[config.mk]
export PLATFORM = sky130hd
export DESIGN_NAME = gin_bus_flat
export DESIGN_NICKNAME = d
export VERILOG_FILES = /design/src/rtl/gin_bus_pkg.sv /design/src/rtl/gin_bus_if.sv /design/src/rtl/gin_bus_id_match.sv /design/src/rtl/gin_bus.sv /design/src/flat_wrapper.sv
export SDC_FILE = /design/constraint.sdc
export NUM_CORES = 1
export LEC_CHECK = 0
export ABC_AREA = 1
export BUFFER_PORTS_ARGS = -buffer_cell sky130_fd_sc_hd__buf_2
export CAP_MARGIN = 20
export CELL_PAD_IN_SITES_DETAIL_PLACEMENT = 1
export CELL_PAD_IN_SITES_GLOBAL_PLACEMENT = 1
export CORE_MARGIN = 2
export CORE_UTILIZATION = 33
export CTS_CLUSTER_SIZE = 12
export DETAILED_ROUTE_END_ITERATION = 10
export PLACE_DENSITY = 0.84
export SYNTH_ARGS = -nofsm -noshare
export SYNTH_HDL_FRONTEND = slang
export SYNTH_SLANG_ARGS = --single-unit
[constraint.sdc]
create_clock -name i_clk -period 1.6 [get_ports i_clk]
set_input_delay 0.08 -clock i_clk [delete_from_list [all_inputs] [get_ports i_clk]]
set_output_delay 0.08 -clock i_clk [all_outputs]
set_load 0.01 [all_outputs]
[src/rtl/gin_bus_pkg.sv]
// Shared definitions for the gin_bus global-input-network block.
//  - Default parameter values for tag/ID width, payload width and lane count.
//  - FSM state encoding for the top-level delivery controller.
package gin_bus_pkg;

  localparam int DEF_ID_BITWIDTH     = 4;
  localparam int DEF_PACKET_BITWIDTH = 8;
  localparam int DEF_SLV_NUM         = 6;

  typedef enum logic {
    GIN_IDLE    = 1'b0,
    GIN_DELIVER = 1'b1
  } gin_state_e;

endpackage

[src/rtl/gin_bus_if.sv]
// Bus interface for gin_bus: one tagged upstream stream, SLV_NUM downstream lanes and the
// per-lane ID configuration load.
//  i_packet/i_tag/i_valid/o_ready : upstream (GLB side) valid/ready stream
//  o_packet/o_valid/i_ready       : per-lane payload fan-out, lane k at [k*PACKET_BITWIDTH +: PACKET_BITWIDTH]
//  i_id/i_id_valid                : per-lane ID load from the config scan chain
//  o_nomatch                      : one-cycle pulse when an accepted packet matched no lane
// Modport slave is the gin_bus side; master is the GLB/PE/config environment side.
interface gin_bus_if
  import gin_bus_pkg::*;
#(
  parameter int ID_BITWIDTH     = DEF_ID_BITWIDTH,
  parameter int PACKET_BITWIDTH = DEF_PACKET_BITWIDTH,
  parameter int SLV_NUM         = DEF_SLV_NUM
) ();

  logic [PACKET_BITWIDTH-1:0]         i_packet;
  logic [ID_BITWIDTH-1:0]             i_tag;
  logic                               i_valid;
  logic                               o_ready;
  logic [SLV_NUM*PACKET_BITWIDTH-1:0] o_packet;
  logic [SLV_NUM-1:0]                 o_valid;
  logic [SLV_NUM-1:0]                 i_ready;
  logic [SLV_NUM*ID_BITWIDTH-1:0]     i_id;
  logic                               i_id_valid;
  logic                               o_nomatch;

  modport slave (
    input  i_packet, i_tag, i_valid, i_ready, i_id, i_id_valid,
    output o_ready, o_packet, o_valid, o_nomatch
  );

  modport master (
    output i_packet, i_tag, i_valid, i_ready, i_id, i_id_valid,
    input  o_ready, o_packet, o_valid, o_nomatch
  );

endinterface

[src/rtl/gin_bus_id_match.sv]
// Per-lane ID register and tag comparator for gin_bus.
//  clk, rst   : clock, asynchronous active-high reset
//  id_valid_i : load id_i into the lane ID register at the next edge
//  id_i       : this lane's ID from the config scan chain
//  tag_i      : destination tag of the current upstream packet
//  match_o    : tag_i equals the stored (pre-load) lane ID
module gin_id_match
  import gin_bus_pkg::*;
#(
  parameter int ID_BITWIDTH = DEF_ID_BITWIDTH
) (
  input  logic                   clk,
  input  logic                   rst,
  input  logic                   id_valid_i,
  input  logic [ID_BITWIDTH-1:0] id_i,
  input  logic [ID_BITWIDTH-1:0] tag_i,
  output logic                   match_o
);

  logic [ID_BITWIDTH-1:0] id_q;

  // NOTE: sequential state uses non-blocking assignments so every register samples
  // pre-edge values; that is what lets a same-cycle ID load leave the match on the old ID.
  always_ff @(posedge clk or posedge rst) begin
    if (rst)             id_q <= '0;
    else if (id_valid_i) id_q <= id_i;
  end

  assign match_o = (tag_i == id_q);

endmodule

[src/rtl/gin_bus.sv]
// gin_bus: GLB->PE global input network bus. Multicasts each accepted upstream packet to
// every lane whose configured ID equals the packet tag; each lane completes its own
// valid/ready handshake and upstream sees a single ready.
//  i_clk : clock (single domain)
//  i_rst : asynchronous active-high reset; clears IDs, config-done, FSM and in-flight packet
//  bus   : gin_bus_if slave modport (upstream stream, lane fan-out, ID load, nomatch pulse)
module gin_bus
  import gin_bus_pkg::*;
#(
  parameter int ID_BITWIDTH     = DEF_ID_BITWIDTH,
  parameter int PACKET_BITWIDTH = DEF_PACKET_BITWIDTH,
  parameter int SLV_NUM         = DEF_SLV_NUM
) (
  input logic     i_clk,
  input logic     i_rst,
  gin_bus_if.slave bus
);

  gin_state_e                 state_q, state_d;
  logic                       cfg_done_q, cfg_done_d;
  logic [SLV_NUM-1:0]         pending_q, pending_d;
  logic [PACKET_BITWIDTH-1:0] data_q, data_d;
  logic                       nomatch_q, nomatch_d;
  logic [SLV_NUM-1:0]         match;
  logic                       ready;
  logic                       accept;

  for (genvar k = 0; k < SLV_NUM; k++) begin : g_lane
    gin_id_match #(
      .ID_BITWIDTH (ID_BITWIDTH)
    ) u_id_match (
      .clk        (i_clk),
      .rst        (i_rst),
      .id_valid_i (bus.i_id_valid),
      .id_i       (bus.i_id[k*ID_BITWIDTH +: ID_BITWIDTH]),
      .tag_i      (bus.i_tag),
      .match_o    (match[k])
    );
  end

  // Last-beat bypass: in DELIVER a new packet may be accepted in the same cycle the final
  // outstanding lanes handshake, which keeps throughput at one packet per cycle.
  always_comb begin
    ready = 1'b0;
    if (cfg_done_q) begin
      if (state_q == GIN_IDLE) ready = 1'b1;
      else                     ready = ((pending_q & ~bus.i_ready) == '0);
    end
  end

  assign accept = bus.i_valid && ready;

  // NOTE: every variable is given a default before the case so no path can leave one
  // unassigned, which would otherwise infer a latch.
  always_comb begin
    state_d    = state_q;
    pending_d  = pending_q;
    data_d     = data_q;
    nomatch_d  = 1'b0;
    cfg_done_d = cfg_done_q | bus.i_id_valid;

    // Lanes that handshake this cycle drop out of the outstanding mask.
    if (state_q == GIN_DELIVER) pending_d = pending_q & ~bus.i_ready;

    if (accept) begin
      data_d    = bus.i_packet;
      pending_d = match;
      nomatch_d = (match == '0);
      state_d   = (match != '0) ? GIN_DELIVER : GIN_IDLE;
    end else if (state_q == GIN_DELIVER && pending_d == '0) begin
      state_d = GIN_IDLE;
    end
  end

  // NOTE: the payload register is reset along with the control state so o_packet is
  // deterministic out of reset; it is a single register, not a memory.
  always_ff @(posedge i_clk or posedge i_rst) begin
    if (i_rst) begin
      state_q    <= GIN_IDLE;
      cfg_done_q <= 1'b0;
      pending_q  <= '0;
      data_q     <= '0;
      nomatch_q  <= 1'b0;
    end else begin
      state_q    <= state_d;
      cfg_done_q <= cfg_done_d;
      pending_q  <= pending_d;
      data_q     <= data_d;
      nomatch_q  <= nomatch_d;
    end
  end

  // o_valid comes straight from pending_q, so an asynchronous reset drops it immediately.
  assign bus.o_valid   = (state_q == GIN_DELIVER) ? pending_q : '0;
  assign bus.o_packet  = {SLV_NUM{data_q}};
  assign bus.o_ready   = ready;
  assign bus.o_nomatch = nomatch_q;

endmodule

[src/flat_wrapper.sv]
// flat-port wrapper written by rule: the top's interface ports become plain ports
module gin_bus_flat import gin_bus_pkg::*;
#(
  parameter int ID_BITWIDTH     = DEF_ID_BITWIDTH,
  parameter int PACKET_BITWIDTH = DEF_PACKET_BITWIDTH,
  parameter int SLV_NUM         = DEF_SLV_NUM
)
  (i_clk, i_rst, bus_i_packet, bus_i_tag, bus_i_valid, bus_i_ready, bus_i_id, bus_i_id_valid, bus_o_ready, bus_o_packet, bus_o_valid, bus_o_nomatch);
  gin_bus_if #(.ID_BITWIDTH(ID_BITWIDTH), .PACKET_BITWIDTH(PACKET_BITWIDTH), .SLV_NUM(SLV_NUM)) bus_i ();
  input logic i_clk;
  input logic i_rst;
  input wire logic [$bits(bus_i.i_packet)-1:0] bus_i_packet;
  input wire logic [$bits(bus_i.i_tag)-1:0] bus_i_tag;
  input wire logic [$bits(bus_i.i_valid)-1:0] bus_i_valid;
  input wire logic [$bits(bus_i.i_ready)-1:0] bus_i_ready;
  input wire logic [$bits(bus_i.i_id)-1:0] bus_i_id;
  input wire logic [$bits(bus_i.i_id_valid)-1:0] bus_i_id_valid;
  output wire logic [$bits(bus_i.o_ready)-1:0] bus_o_ready;
  output wire logic [$bits(bus_i.o_packet)-1:0] bus_o_packet;
  output wire logic [$bits(bus_i.o_valid)-1:0] bus_o_valid;
  output wire logic [$bits(bus_i.o_nomatch)-1:0] bus_o_nomatch;
  assign bus_i.i_packet = bus_i_packet;
  assign bus_i.i_tag = bus_i_tag;
  assign bus_i.i_valid = bus_i_valid;
  assign bus_i.i_ready = bus_i_ready;
  assign bus_i.i_id = bus_i_id;
  assign bus_i.i_id_valid = bus_i_id_valid;
  assign bus_o_ready = bus_i.o_ready;
  assign bus_o_packet = bus_i.o_packet;
  assign bus_o_valid = bus_i.o_valid;
  assign bus_o_nomatch = bus_i.o_nomatch;
  gin_bus #(.ID_BITWIDTH(ID_BITWIDTH), .PACKET_BITWIDTH(PACKET_BITWIDTH), .SLV_NUM(SLV_NUM)) u_core (.i_clk(i_clk), .i_rst(i_rst), .bus(bus_i));
endmodule
# Word-level counts from Yosys, hierarchy flattened
# Cells that the tools add are included.
# Widths: inputs -> output; s select.
[word_totals]
regBits = 41
inputBits = 46
[classes]
n_eq_ne = 6
n_mux = 9
bitwise = 3
n_reduce_logical = 7
[ops]
columns = ["cell", "count"]
rows = [
  ["$eq 4x4->1", 6],
  ["$logic_not 6->1", 3],
  ["$mux 6", 3],
  ["$and 6x6->6", 1],
  ["$mux 1", 6],
  ["$not 6->6", 1],
  ["$reduce_bool 6->1", 1],
  ["$logic_and 1x1->1", 2],
  ["$reduce_bool 2->1", 1],
  ["$or 1x1->1", 1],
]

# Logic depth before layout (Yosys ltp)
[depth]
word_depth = 7
ltp_mapped = 11
depth_no_buf = 10

# By module
# From an unflattened synthesis, not the netlist that was laid out.
[hier_totals]
cells_unflattened = 311
area_unflattened_um2 = 2487.4
[by_module_without_submodules]
columns = ["mod", "instances", "cells_per_inst", "area_each_um2"]
rows = [
  ["gin_id_match", 6, 26, 210.2],
  ["gin_bus", 1, 155, 1226.2],
]

# Worst setup path after synthesis
# No wires, ideal clock.
[synth_path]
kind = "flip-flop to flip-flop"
start = "reg u_core.pending_q[1]"
end = "reg u_core.pending_q[1]"
setup_time_ps = 118
arrival_time_ps = 1043
required_ps = 1482
path_slack_ps = 439
path_stages_with_launch = 10
n_path_buf = 1
synth_period_minus_slack_ps = 1161
path_cell_list = "dfrtp_1 nand2_1 nand2_1 nor2_1 nand2_1 nand2_2 nand3_4 buf_6 nand2_1 o21ai_2"
[synth_via]
elab_chain_cells = 6
[synth_lines]
columns = ["item", "line", "rtl"]
rows = [
  ["start: declaration", "gin_bus.sv:21", "logic [SLV_NUM-1:0] pending_q, pending_d;"],
  ["start signal: assignment", "gin_bus.sv:87", "pending_q <= pending_d;"],
  ["$and 6x6->6", "gin_bus.sv:47, gin_bus.sv:63", ""],
  ["$logic_not 6->1", "gin_bus.sv:47", "else ready = ((pending_q & ~bus.i_ready) == '0);"],
  ["$mux 1", "gin_bus.sv:46", "if (state_q == GIN_IDLE) ready = 1'b1;"],
  ["$mux 1", "gin_bus.sv:45", "if (cfg_done_q) begin"],
  ["$logic_and 1x1->1", "gin_bus.sv:51", "assign accept = bus.i_valid && ready;"],
  ["$mux 6 (*)", "gin_bus.sv:65", "if (accept) begin"],
  ["named net u_core.pending_d[1]", "gin_bus.sv:21", ""],
]
# Mark *: on every way through the listed nets, which the timed path passes. The rest lies on a longest branch.
# A chain may end at the register's enable or synchronous reset.

# Worst setup path after layout
[layout_path]
start = "reg u_core.pending_q[1]"
end = "out bus_o_ready"
[layout_via]
elab_chain_cells = 4
[layout_lines]
columns = ["item", "line", "rtl"]
rows = [
  ["$and 6x6->6", "gin_bus.sv:47", ""],
  ["$logic_not 6->1", "gin_bus.sv:47", ""],
  ["$mux 1", "gin_bus.sv:46", ""],
  ["$mux 1", "gin_bus.sv:45", ""],
  ["end: declaration", "flat_wrapper.sv:18", "output wire logic [$bits(bus_i.o_ready)-1:0] bus_o_ready;"],
]
# No other way between the ends.

==> flow_metrics.env <==
export IMPL_global_route_peak_usage_layer="met2"
export IMPL_peakVddDrop_mv=0.4256
export IMPL_drtIter0Drc=54
export IMPL_route_detailed_drc=0
export IMPL_min_delay_worst_endpoint="u_core.g_lane[5].u_id_match.id_q[1]"
export IMPL_path_clk_slew_ps=80
export IMPL_cap_viol_max_count=0
export IMPL_worst_path_dominant_cell_family="simple AND/OR/NAND/NOR gates"
export IMPL_tritoncts_num_buffers=5
export IMPL_hold_viol_final=0
export IMPL_setup_tns_ps=0
export IMPL_post_synthesis_net_count=375
export IMPL_drt_pass1_iterations=4
export IMPL_io_pin_count=102
export IMPL_power_static_leakage_nw=1.799
export IMPL_worst_reg_to_reg_path_cell_count=9
export IMPL_timing_critical_path_from_type="flip-flop"
export IMPL_critPathKind="reg2out"
export IMPL_vias=2171
export IMPL_post_synth_cell_area_avg_sq_um=7.363
export IMPL_met1_usage_pct=17.92
export IMPL_finalSetupViolCount=0
export IMPL_layout_drive_gt1_share_pct=30.41
export IMPL_die_w_um=89.68
export IMPL_synth_sequential_area_ratio_pct=42.36
export IMPL_gp_congestion=0.7317
export IMPL_post_layout_total_power_mw=2.920
export IMPL_syn_cell_area_sq_mm=0.002422
export IMPL_max_slew_worst_pin_slew_ps=699.0
export IMPL_status="completed"
export IMPL_crit_fanout=3
export IMPL_synth_lib_cells_used_distinct=17
export IMPL_worst_hold_path_num_cells=3
export IMPL_relSlewSlack_pct=53.11
export IMPL_port_buffers=101
export IMPL_grt_max_degree=33
export IMPL_layout_core_utilization_pct=42.58
export IMPL_ant_nets=0
export IMPL_launch_instance_of_the_worst_min_delay_path="bus_i_id[21]"
export IMPL_cts_root_buf="clkbuf_8"
export IMPL_synth_seq_cells=41
export IMPL_coreArea_sq_mm=0.007176
export IMPL_unrepaired_setup_endpoints_after_global_routing="no"
export IMPL_place_hpwl_um=4608
export IMPL_worst_r2r_startpoint="u_core.pending_q[1]"
export IMPL_antenna_diode_count=0
export IMPL_synthCells=329
export IMPL_period_share_pct=89.15
export IMPL_critical_path_endpoint_type="output port"
export IMPL_dr_vias_cell=4.257
export IMPL_ff2ff_setup_slack_ps=180
export IMPL_required_ps=1520
export IMPL_final_net_count=456
export IMPL_routedWlPerCell_um=11.53
export IMPL_ys_warn_count=0
export IMPL_crit_path_max_incr_delay_ps=400
export IMPL_clock_skew_ps=2.269
export IMPL_initial_core_util_pct=33.76
export IMPL_globalRouteMet3Util_pct=2.834
export IMPL_cellPowerDensity_mw_per_mm2=955.8
export IMPL_clock_tree_from_tritoncts="done"
export IMPL_clock_fmax_ghz=0.7011
export IMPL_crit_path_frequent_cell="nand2_1"
export IMPL_cts_htree_levels=2
export IMPL_period_minus_slack_ps=1426
export IMPL_routing_usage_on_met2_pct=28.48
export IMPL_min_path_type="in2reg"
export IMPL_num_rows=31
export IMPL_grt_first_pass_wirelength_um=9425
export IMPL_die_area_sq_mm=0.008042
export IMPL_synthToLayoutAreaGrowth_pct=26.14
export IMPL_groute_usage_overall_pct=15.36
export IMPL_clock_tree_buffer_depth=2
export IMPL_initial_antenna_violation_count=0
export IMPL_grt_remaining_overflow=0
export IMPL_routed_wl_um=5882
export IMPL_y_dimension_of_the_die_um=89.68
export IMPL_clock_latency_ps=290
export IMPL_critPathBufInv=2
export IMPL_worstPathArrival_ps=1350
export IMPL_path_cells="nand2_1 > nand2_1 > nor2_1 > nand2_1 > nand2_2 > nand2_1 > inv_1 > buf_2"
export IMPL_first_global_vias=2098
export IMPL_clkSinkCount=41
export IMPL_crit_slowest_cell="dfrtp_1"
export IMPL_report_final_slew_viol_count=0
export IMPL_reg2reg_to="u_core.data_q[3]"
[cell type report]
cell class | instances | area [sq um]
Clock inverter | 1 | 30.03
Multi-Input combinational cell | 199 | 878.3
Timing Repair Buffer | 125 | 765.7
Inverter | 38 | 145.1
Clock buffer | 7 | 86.33
Fill cell | 922 | 4120
Tap cell | 99 | 123.9
Sequential cell | 41 | 1026
[tightest hold or removal path: cells and delay by family]
| kind | cells | cell delay [ps] |
|---|---|---|
| buf+inv | 1 | 80 |
| simple gates | 2 | 90 |
[cells by family (layout without fill, tap and decap cells)]
kind of cell	Yosys count	count (layout)	share of synthesized area (%)
DFF	41	41	42.36
and+or+nand+nor	161	161	25.83
AOI/OAI and AO/OA	30	30	7.542
buffers and inverters	89	171	21.38
xor gates and xnor gates	8	8	2.893
[what timing repair did]
action / in CTS / in global routing
buffers inserted: 0 / 0
resized for setup: 0 / 1
hold buffers: 22 / 0
endpoints found under the hold margin: 38 / 0
setup endpoints to repair: 0 / 5
[state kept, by name, summed over array words and instances (netlist names)]
signal,cells
u_core.pending_q,6
u_core.g_lane.u_id_match.id_q,24
u_core.state_q,1
u_core.cfg_done_q,1
u_core.data_q,8
u_core.bus.o_nomatch,1
[worst max path at each step]
stage                                   start                   to  slack, ps  cells past startpoint
after floorplan           u_core.pending_q[1]  u_core.pending_q[1]        440                      9
after global placement    u_core.pending_q[1]       u_core.state_q        210                      9
after detailed placement  u_core.pending_q[1]     u_core.data_q[6]        150                      9
after CTS                 u_core.pending_q[1]     u_core.data_q[6]        130                      9
after global routing      u_core.pending_q[4]     u_core.data_q[3]         40                      9
final                     u_core.pending_q[1]          bus_o_ready        170                      8
[per-layer routing]
metal | part of all wire (%) | routed length [um] | up-vias
li1 | - | - | 1099
met1 | 42 | 2447 | 1005
met4 | 1.2 | 68 | 0
met5 | 0 | 0 | -
met3 | 4.8 | 283 | 6
met2 | 52 | 3082 | 61
[cell usage in the layout, fill, tap and decap left out, types with 6 or more instances in the layout]
master / n
nand2_1: 142
buf_2: 101
dfrtp_1: 41
inv_1: 32
dlygate4sd3_1: 22
o21ai_0: 16
nor2_1: 15
xor2_1: 8
o21ai_2: 6
clkbuf_8: 6
[through the flow]
| stage | worst slack [ps] | cells | area (sq um) | hold WS, ps |
|---|---|---|---|---|
| after floorplan | 438.7 | 329 | 2422 | 189.6 |
| after global placement | 211.4 | 480 | 2716 | 136.5 |
| after detailed placement | 148.8 | 480 | 2716 | 150.2 |
| after CTS | 125.4 | 510 | 3053 | 2.522 |
| after global routing | 39.52 | 510 | 3055 | 12.86 |
| final | 173.7 | 510 | 3055 | 2.038 |
[cells in the mapped netlist]
cell type	count	share of area (%)
a21boi_0	4	1.2
a21oi_1	2	0.41
buf_4	43	13
buf_6	3	1.4
clkbuf_1	5	0.77
dfrtp_1	41	42
inv_1	33	5.1
inv_2	5	0.77
nand2_1	142	22
nand2_2	2	0.52
nand3_4	1	0.72
nor2_1	15	2.3
o21ai_0	16	3.3
o21ai_1	2	0.41
o21ai_2	6	2.2
or2_2	1	0.26
xor2_1	8	2.9
[where the power goes]
group	internal, mW	total (mW)	switching [mW]
combinational	0.337	0.791	0.454
sequential	1.15	1.26	0.111
clock	0.509	0.871	0.362
total	1.99	2.92	0.926
Power figures use the tool's default switching activity.
